===== src/rtl/spike_packet_sequencer.sv =====
// Wishbone slave for the spike-event region. It buffers one axon index per write in a FIFO and
// streams the packets to the neuron core, framing each image by its latched packet count.
module spike_packet_sequencer #(
  parameter int FIFO_DEPTH = 16,
  parameter int AXON_W     = 8
) (
  input  logic              clk,
  input  logic              rst_n,
  input  logic              wbs_cyc_i,
  input  logic              wbs_stb_i,
  input  logic              wbs_we_i,
  input  logic [31:0]       wbs_dat_i,
  input  logic              image_spike_event,
  input  logic [7:0]        image_num_packets,
  output logic              wbs_ack_o,
  output logic [31:0]       wbs_dat_o,
  output logic              spike_valid,
  output logic [AXON_W-1:0] spike_axon,
  output logic              spike_last,
  input  logic              spike_ready,
  output logic              image_done,
  output logic              busy
);

  localparam int PTR_W = $clog2(FIFO_DEPTH);

  typedef enum logic [1:0] {
    IDLE    = 2'd0,
    COLLECT = 2'd1,
    DRAIN   = 2'd2,
    DONE    = 2'd3
  } state_t;

  state_t            state, state_nxt;
  logic [7:0]        target, recv_cnt, sent_cnt;
  logic [7:0]        target_nxt, recv_nxt, sent_nxt;
  logic [AXON_W-1:0] mem [FIFO_DEPTH];
  logic [PTR_W:0]    wr_ptr, rd_ptr;
  logic              fifo_full, fifo_empty;
  logic              sel, wr_acc, rd_acc, push, pop;
  logic [31:0]       status;
  logic              unused_dat;

  // Pointers carry one extra wrap bit so full and empty are distinguishable.
  assign fifo_empty = (wr_ptr == rd_ptr);
  assign fifo_full  = (wr_ptr[PTR_W] != rd_ptr[PTR_W]) &&
                      (wr_ptr[PTR_W-1:0] == rd_ptr[PTR_W-1:0]);

  assign sel    = wbs_cyc_i & wbs_stb_i & image_spike_event & ~wbs_ack_o;
  assign wr_acc = sel & wbs_we_i & ~fifo_full & ((state == IDLE) | (state == COLLECT));
  assign rd_acc = sel & ~wbs_we_i;

  assign spike_valid = ((state == COLLECT) | (state == DRAIN)) & ~fifo_empty;
  assign pop         = spike_valid & spike_ready;
  assign spike_axon  = spike_valid ? mem[rd_ptr[PTR_W-1:0]] : '0;
  assign spike_last  = spike_valid & (sent_cnt == target - 8'd1);
  assign image_done  = (state == DONE);
  assign busy        = (state != IDLE);

  assign status     = {4'd0, fifo_empty, fifo_full, state, target, sent_cnt, recv_cnt};
  assign unused_dat = ^wbs_dat_i[31:AXON_W];

  // NOTE: every always_comb output gets a default first, so no path can infer a latch.
  always_comb begin
    state_nxt  = state;
    target_nxt = target;
    recv_nxt   = recv_cnt;
    sent_nxt   = sent_cnt + {7'd0, pop};
    push       = 1'b0;
    unique case (state)
      IDLE: begin
        if (wr_acc) begin
          target_nxt = image_num_packets;
          if (image_num_packets == 8'd0) begin
            state_nxt = DONE;
          end else begin
            push      = 1'b1;
            recv_nxt  = 8'd1;
            state_nxt = (image_num_packets == 8'd1) ? DRAIN : COLLECT;
          end
        end
      end
      COLLECT: begin
        if (wr_acc) begin
          push     = 1'b1;
          recv_nxt = recv_cnt + 8'd1;
          if (recv_cnt + 8'd1 == target) state_nxt = DRAIN;
        end
      end
      DRAIN: begin
        if (fifo_empty && (sent_cnt == target)) state_nxt = DONE;
      end
      DONE: begin
        target_nxt = 8'd0;
        recv_nxt   = 8'd0;
        sent_nxt   = 8'd0;
        state_nxt  = IDLE;
      end
      default: state_nxt = IDLE;
    endcase
  end

  // NOTE: sequential state uses non-blocking assignments so every register samples pre-edge values.
  always_ff @(posedge clk) begin
    if (!rst_n) begin
      state     <= IDLE;
      target    <= 8'd0;
      recv_cnt  <= 8'd0;
      sent_cnt  <= 8'd0;
      wr_ptr    <= '0;
      rd_ptr    <= '0;
      wbs_ack_o <= 1'b0;
      wbs_dat_o <= '0;
    end else begin
      state     <= state_nxt;
      target    <= target_nxt;
      recv_cnt  <= recv_nxt;
      sent_cnt  <= sent_nxt;
      if (push) wr_ptr <= wr_ptr + (PTR_W+1)'(1);
      if (pop)  rd_ptr <= rd_ptr + (PTR_W+1)'(1);
      wbs_ack_o <= wr_acc | rd_acc;
      wbs_dat_o <= rd_acc ? status : '0;
    end
  end

  // NOTE: the storage array is not reset; entries are only observable after being written.
  always_ff @(posedge clk) begin
    if (push) mem[wr_ptr[PTR_W-1:0]] <= wbs_dat_i[AXON_W-1:0];
  end

endmodule


===== config.mk =====
export PLATFORM = sky130hd
export DESIGN_NAME = spike_packet_sequencer
export DESIGN_NICKNAME = d
export VERILOG_FILES = /design/src/rtl/spike_packet_sequencer.sv
export SDC_FILE = /design/constraint.sdc
export NUM_CORES = 1
export LEC_CHECK = 0
export BUFFER_PORTS_ARGS = -buffer_cell sky130_fd_sc_hd__buf_2
export CAP_MARGIN = 20
export CORE_UTILIZATION = 25
export CTS_BUF_LIST = sky130_fd_sc_hd__clkbuf_8
export DETAILED_ROUTE_END_ITERATION = 16
export PLACE_DENSITY_LB_ADDON = 0.08
export RECOVER_POWER = 100
export SYNTH_ARGS = -nofsm -noshare
export SYNTH_HDL_FRONTEND = slang
export SYNTH_SLANG_ARGS = --single-unit

===== constraint.sdc =====
create_clock -name clk -period 6.36 [get_ports clk]
set_clock_uncertainty 0.15 [all_clocks]
set_input_delay 1.59 -clock clk [delete_from_list [all_inputs] [get_ports clk]]
set_output_delay 1.59 -clock clk [all_outputs]
set_load 0.05 [all_outputs]

# Word level (Yosys, flattened, before mapping)
# Memories as Yosys holds them, arrays and structs flattened. A register that Yosys moved wholly into a read port is not among the register bits.
# Index checks and enable logic that the tools add are counted.
# totals
register_bits	69
ram_bits	128
input_bits	47
output_inout_bits	45
word_cells	82
mem_count	1
# classes
n_addsub	5
n_eq_ne	15
n_mux	22
bitwise_logic	18
n_reduce_logical	12
# mem_list
memory	words	width	rd	rd_clocked_by_memory_dff	wr	line_no	rtl
mem	16	8	1	1	1	37	logic [AXON_W-1:0] mem [FIFO_DEPTH];
# op_table
op	count
$mux 8	5
$eq 8x8->1	3
$pmux 8 s3	1
$pmux 8 s2	1
$mux 2	6
$add 5x1->5 const B	2
$and 1x1->1	10
$add 8x1->8	1
$add 8x1->8 const B	1
$eq 8x1->1 const B	1
$logic_not 8->1	1
$mux 4	2
$pmux 2 s4	1
$reduce_and 4->1	2
$sub 8x1->8 const B	1
$ne 2x2->1 const B	3
$eq 5x5->1	1
$mux 1	5
$not 1->1	5
$eq 2x2->1 const B	2
$eq 4x4->1	1
$ne 2x1->1 const B	2
$reduce_and 2->1	2
$reduce_bool 2->1	2
other kinds (8)	11

# Longest topological paths before layout
# depth
depth_word	10
mapped_depth	10
ltp_nobuf	9

# Worst setup path after synthesis
# No wires, ideal clock.
# synth_path
path_kind	register to output
startpoint	register wr_ptr[0]
endpoint	output spike_last
arrival_time_ps	3442
t_required_ps	4620
path_slack_ps	1178
stages_incl_launch_ff	5
path_cell_list	dfxtp_1 > xor2_1 > nor4_4 > a21oi_1 > nor4bb_1
# synth_via
elab_chain_len	4
# synth_rtl
element	line_no	rtl
start, declared	38	logic [PTR_W:0] wr_ptr, rd_ptr;
start signal, assigned	119	if (push) wr_ptr <= wr_ptr + (PTR_W+1)'(1);
$eq 5x5->1	45	assign fifo_empty = (wr_ptr == rd_ptr);
$not 1->1	53	assign spike_valid = ((state == COLLECT) | (state == DRAIN)) & ~fifo_empty;
$and 1x1->1	53	
named net spike_valid	17	output logic spike_valid,
$and 1x1->1	56	assign spike_last = spike_valid & (sent_cnt == target - 8'd1);
end, declared	19	output logic spike_last,
# The timed path passes the listed nets, and every way through them passes these cells.

==> impl_summary.log <==
[metrics] pre-CTS setup slack: 1880 ps
[metrics] number of post-CTS setup repair buffers: 0
[metrics] count of mapped cells out of synthesis: 568
[metrics] asr flop ratio synth: 0
[metrics] Num CTS Buffers: 17
[metrics] antenna-violating nets left: 0
[metrics] share of cell area taken by muxes after synthesis: 0.116
[metrics] status: completed
[metrics] combinational family with the most area after synthesis: multiplexers
[metrics] initial antenna violation count: 0
[metrics] Cell Int Power: 0.00172 W
[metrics] path category of the worst min-delay check: flip-flop to flip-flop
[metrics] y dimension of the die: 184 microns
[metrics] Final Instance Count excl. Fillers: 1091
[metrics] post-DR vias/cell: 4.40
[metrics] Post-Syn Area: 8290 sq um
[metrics] mean instance size in the synthesized netlist: 14.6 sq um
[metrics] synthesis-to-finish area growth: 12.3%
[metrics] Final Routed Wirelength: 20000 microns
[metrics] width of the chip: 184 microns
[metrics] estimated wirelength of the detail-placed design: 13700 microns
[metrics] worst skew pair latency: 460 ps
[metrics] unique cell type count in the Yosys netlist: 61
[metrics] Flop pwr share: 0.591
[metrics] Setup violations, final: 0
[metrics] IR drop worst, VDD: 0.000114 V
[metrics] setup TNS: 0 ps
[metrics] area share of the leading cell type in the synthesized netlist: 0.463
[metrics] overall via count from detail_route: 4804
[metrics] Min-Delay Startpoint: recv_cnt[1]
[metrics] Final Max Tran Viols: 0
[metrics] max-capacitance violation count: 0
[metrics] fillcell total: 3343
[metrics] power density of the placed cells: 253 nW/um^2
[metrics] critical setup path kind: flip-flop to primary output
[metrics] proportion of layout cells with a drive suffix above 1: 0.149
[metrics] final number of hold-violating endpoints: 0
[metrics] clock edge transition at the registers on the reported setup and hold paths: 110 ps
[metrics] cell type of the slowest stage on the worst timing path: dfxtp_1
[metrics] Hold Path Cell Cnt: 2
[metrics] number of global-route vias before repair: 4903
[metrics] Clock Sink Count: 197
[metrics] pin slew with the least headroom to its limit: 1320 ps
[metrics] placed cell area: 9170 sq um
[metrics] area taken by multi-input logic gates: 2820 sq um
[metrics] startpoint of the lowest-slack register-to-register path: state[0]
[metrics] H-tree level count: 4
[metrics] CP peak stage delay: 1130 ps
[metrics] number of gates resized after CTS: 0
[metrics] Die Area: 33900 sq um
[metrics] adder-cell share of the synthesized area: 0.0211
[metrics] XOR/XNOR share of the synthesized area: 0.0462
[metrics] endpoint of the worst hold path: recv_cnt[1]
[metrics] category of the worst setup path capture point: primary output
[metrics] minimum clock period: 5360 ps
[metrics] wire length of the first global-routing pass: 30800 microns
[metrics] count of antenna diodes in the layout: 0
[metrics] Critical Path Start Type: flip-flop
[metrics] initial standard-cell utilization of the core: 0.254
[metrics] biggest area consumer among synthesized cells: edfxtp_1
[metrics] number of buffers added to fix hold violations after cts: 0
[metrics] detailed-routing iteration count for the pre-antenna-repair pass: 4
[metrics] total number of yosys warnings: 0
[metrics] area fraction in compound gates after synthesis: 0.0508
[metrics] number of design-rule violations left by the first detailed-router iteration: 312
[metrics] Clock Tree Root: clkbuf_8
[metrics] clock share of power: 0.311
[metrics] r2r worst-path depth: 7
[metrics] total global routing overflow: 0
[metrics] flop2flop setup slack: 2410 ps
[metrics] portion of the post-synthesis area used by sequential elements: 0.630
[metrics] leakage power: 2.97 nW
[metrics] post-route cell area: 9320 sq um
[metrics] RR Endpoint: mem[3][5]
[metrics] period utilization: 0.843
[metrics] global routing usage summed across all routing layers: 0.126
[metrics] Cells after DPL: 1059
[metrics] maximum count of clock buffers along a single path: 2
[metrics] remaining design rule violation count: 0
[metrics] number of storage elements in the synthesis netlist: 197
[metrics] worst path arrival time: 3620 ps
[metrics] detailed-route wire length per cell: 18.4 microns
[metrics] clock tree from TritonCTS: built
[metrics] Max transition margin: 0.118
[metrics] IO Pins: 92
[metrics] EDFF count, synth: 128
[metrics] row count: 66
[metrics] setup slack after layout: 999 ps
[metrics] Synth area leaders: edfxtp_1 (46%), dfxtp_1 (17%), mux4_2 (11%)
[metrics] footprint of the flip-flops and latches: 5230 sq um
[metrics] data required time at the worst endpoint: 4620 ps
[metrics] Comb power frac: 0.098
[metrics] maximum number of pins on one net before global-route repair: 22
[metrics] RePlAce Congestion: 0.750
[metrics] simple-gate share of the synthesized area: 0.109
[metrics] flip-flop cell with the highest count after synthesis: edfxtp_1
[metrics] number of nets in the layout: 697
[metrics] cell-by-cell listing of the critical path: buf_4, mux4_2, mux4_2, and2_1, clkbuf_1
[metrics] total of buffers placed on input and output ports: 63
[metrics] FMAX: 0.187 GHz
[metrics] switching share of power: 0.271
[metrics] Psw: 0.000638 W
[metrics] most frequent cell on the critical path: mux4_2
[metrics] maximum net fanout on the critical path: 17
[metrics] core area: 32600 sq um
[metrics] setup repair after global routing missed its margin: false
[worst max-delay path by stage]
stage,slack [ps],startpoint,depth (start not counted),end
after global placement,1860,flip-flop,5,spike_axon[6]
after floorplan,1180,wr_ptr[0],4,spike_last
after CTS,1340,flip-flop,5,spike_axon[6]
after global routing,620,flip-flop,5,spike_axon[2]
after detailed placement,1880,flip-flop,5,spike_axon[6]
final,1000,flip-flop,5,spike_axon[2]
[cells by family (layout without fill, tap and decap cells)]
kind of cell | after synthesis | count (layout)
AOI/OAI and AO/OA | 51 | 51
xor gates and xnor gates | 42 | 42
adders and majority gates | 14 | 14
buffers and inverters | 49 | 127
DFF | 197 | 197
muxes | 45 | 45
other | 1 | 4
and+or+nand+nor | 169 | 169
[routing by layer]
layer	vias to the layer above	wire, microns	part of all wire	global-route usage
met5	-	0	0	0
met2	76	9530	0.48	0.197
li1	2243	-	-	-
met3	10	551	0.028	0.0247
met1	2475	9800	0.49	0.175
met4	0	138	0.0069	0.0350
[layout by cell type (no fill, tap or decap), types with 17 or more instances in the layout]
master | synthesis | layout
nor2_1 | 44 | 44
xnor2_1 | 17 | 17
and2_0 | 0 | 17
mux4_2 | 40 | 40
dfxtp_1 | 69 | 69
and2_1 | 36 | 19
clkbuf_8 | 0 | 17
nand2_1 | 32 | 33
edfxtp_1 | 128 | 128
xor2_1 | 23 | 23
inv_1 | 15 | 17
clkbuf_1 | 19 | 62
[flip-flops by register name (all words and copies together) (netlist names), named ones only]
name / cells
mem: 128
target: 8
rd_ptr: 5
wr_ptr: 5
wbs_ack_o: 1
wbs_dat_o: 28
state: 2
sent_cnt: 8
recv_cnt: 8
[final cells by class]
cell class,instances,area share
timing repair buffer,80,0.0352
sequential,197,0.561
inverter,15,0.00604
tap,442,0.0594
multi-input combinational,325,0.302
clock buffer,17,0.0251
clock inverter,15,0.0114
[per-stage QoR]
| stage | hold WS [ps] | total power [W] | util |
|---|---|---|---|
| after global placement | 345 | 0.00167 | 0.279 |
| final | 369 | 0.00235 | 0.286 |
| after floorplan | 325 | 0.00159 | - |
| after CTS | 373 | 0.00241 | 0.291 |
| after global routing | 395 | 0.00247 | 0.286 |
| after detailed placement | 361 | 0.00167 | 0.281 |
[critical path: cells and delay by family, from the launching register on]
kind / cells / cell delay, ps
flops: 1 / 1130
mux: 2 / 1060
buf+inv: 2 / 790
simple gates: 1 / 170
[power groups by stage]
stage | registers [W] | clock network, W | logic, W
floorplan | 0.00141 | 0 | 0.000180
global placement | 0.00142 | 0 | 0.000248
detailed placement | 0.00142 | 0 | 0.000249
CTS | 0.00139 | 0.000770 | 0.000250
global route | 0.00140 | 0.000818 | 0.000255
finish | 0.00139 | 0.000732 | 0.000230
[synth_stat cells (all sizes together), types with 2 or more instances]
cell and number:
a211o 2, a211oi 3, a21oi 12, a221oi 2, and2 36, and3 5
buf 14, clkbuf 20, dfxtp 69, edfxtp 128, ha 14, inv 15
mux2i 5, mux4 40, nand2 33, nand2b 3, nand3 10, nand4 5
nand4b 8, nor2 44, nor3 11, nor4 6, o21ai 11, o21bai 3
o221a 6, o41ai 3, xnor2 17, xor2 25
Power figures use the tool's default switching activity.
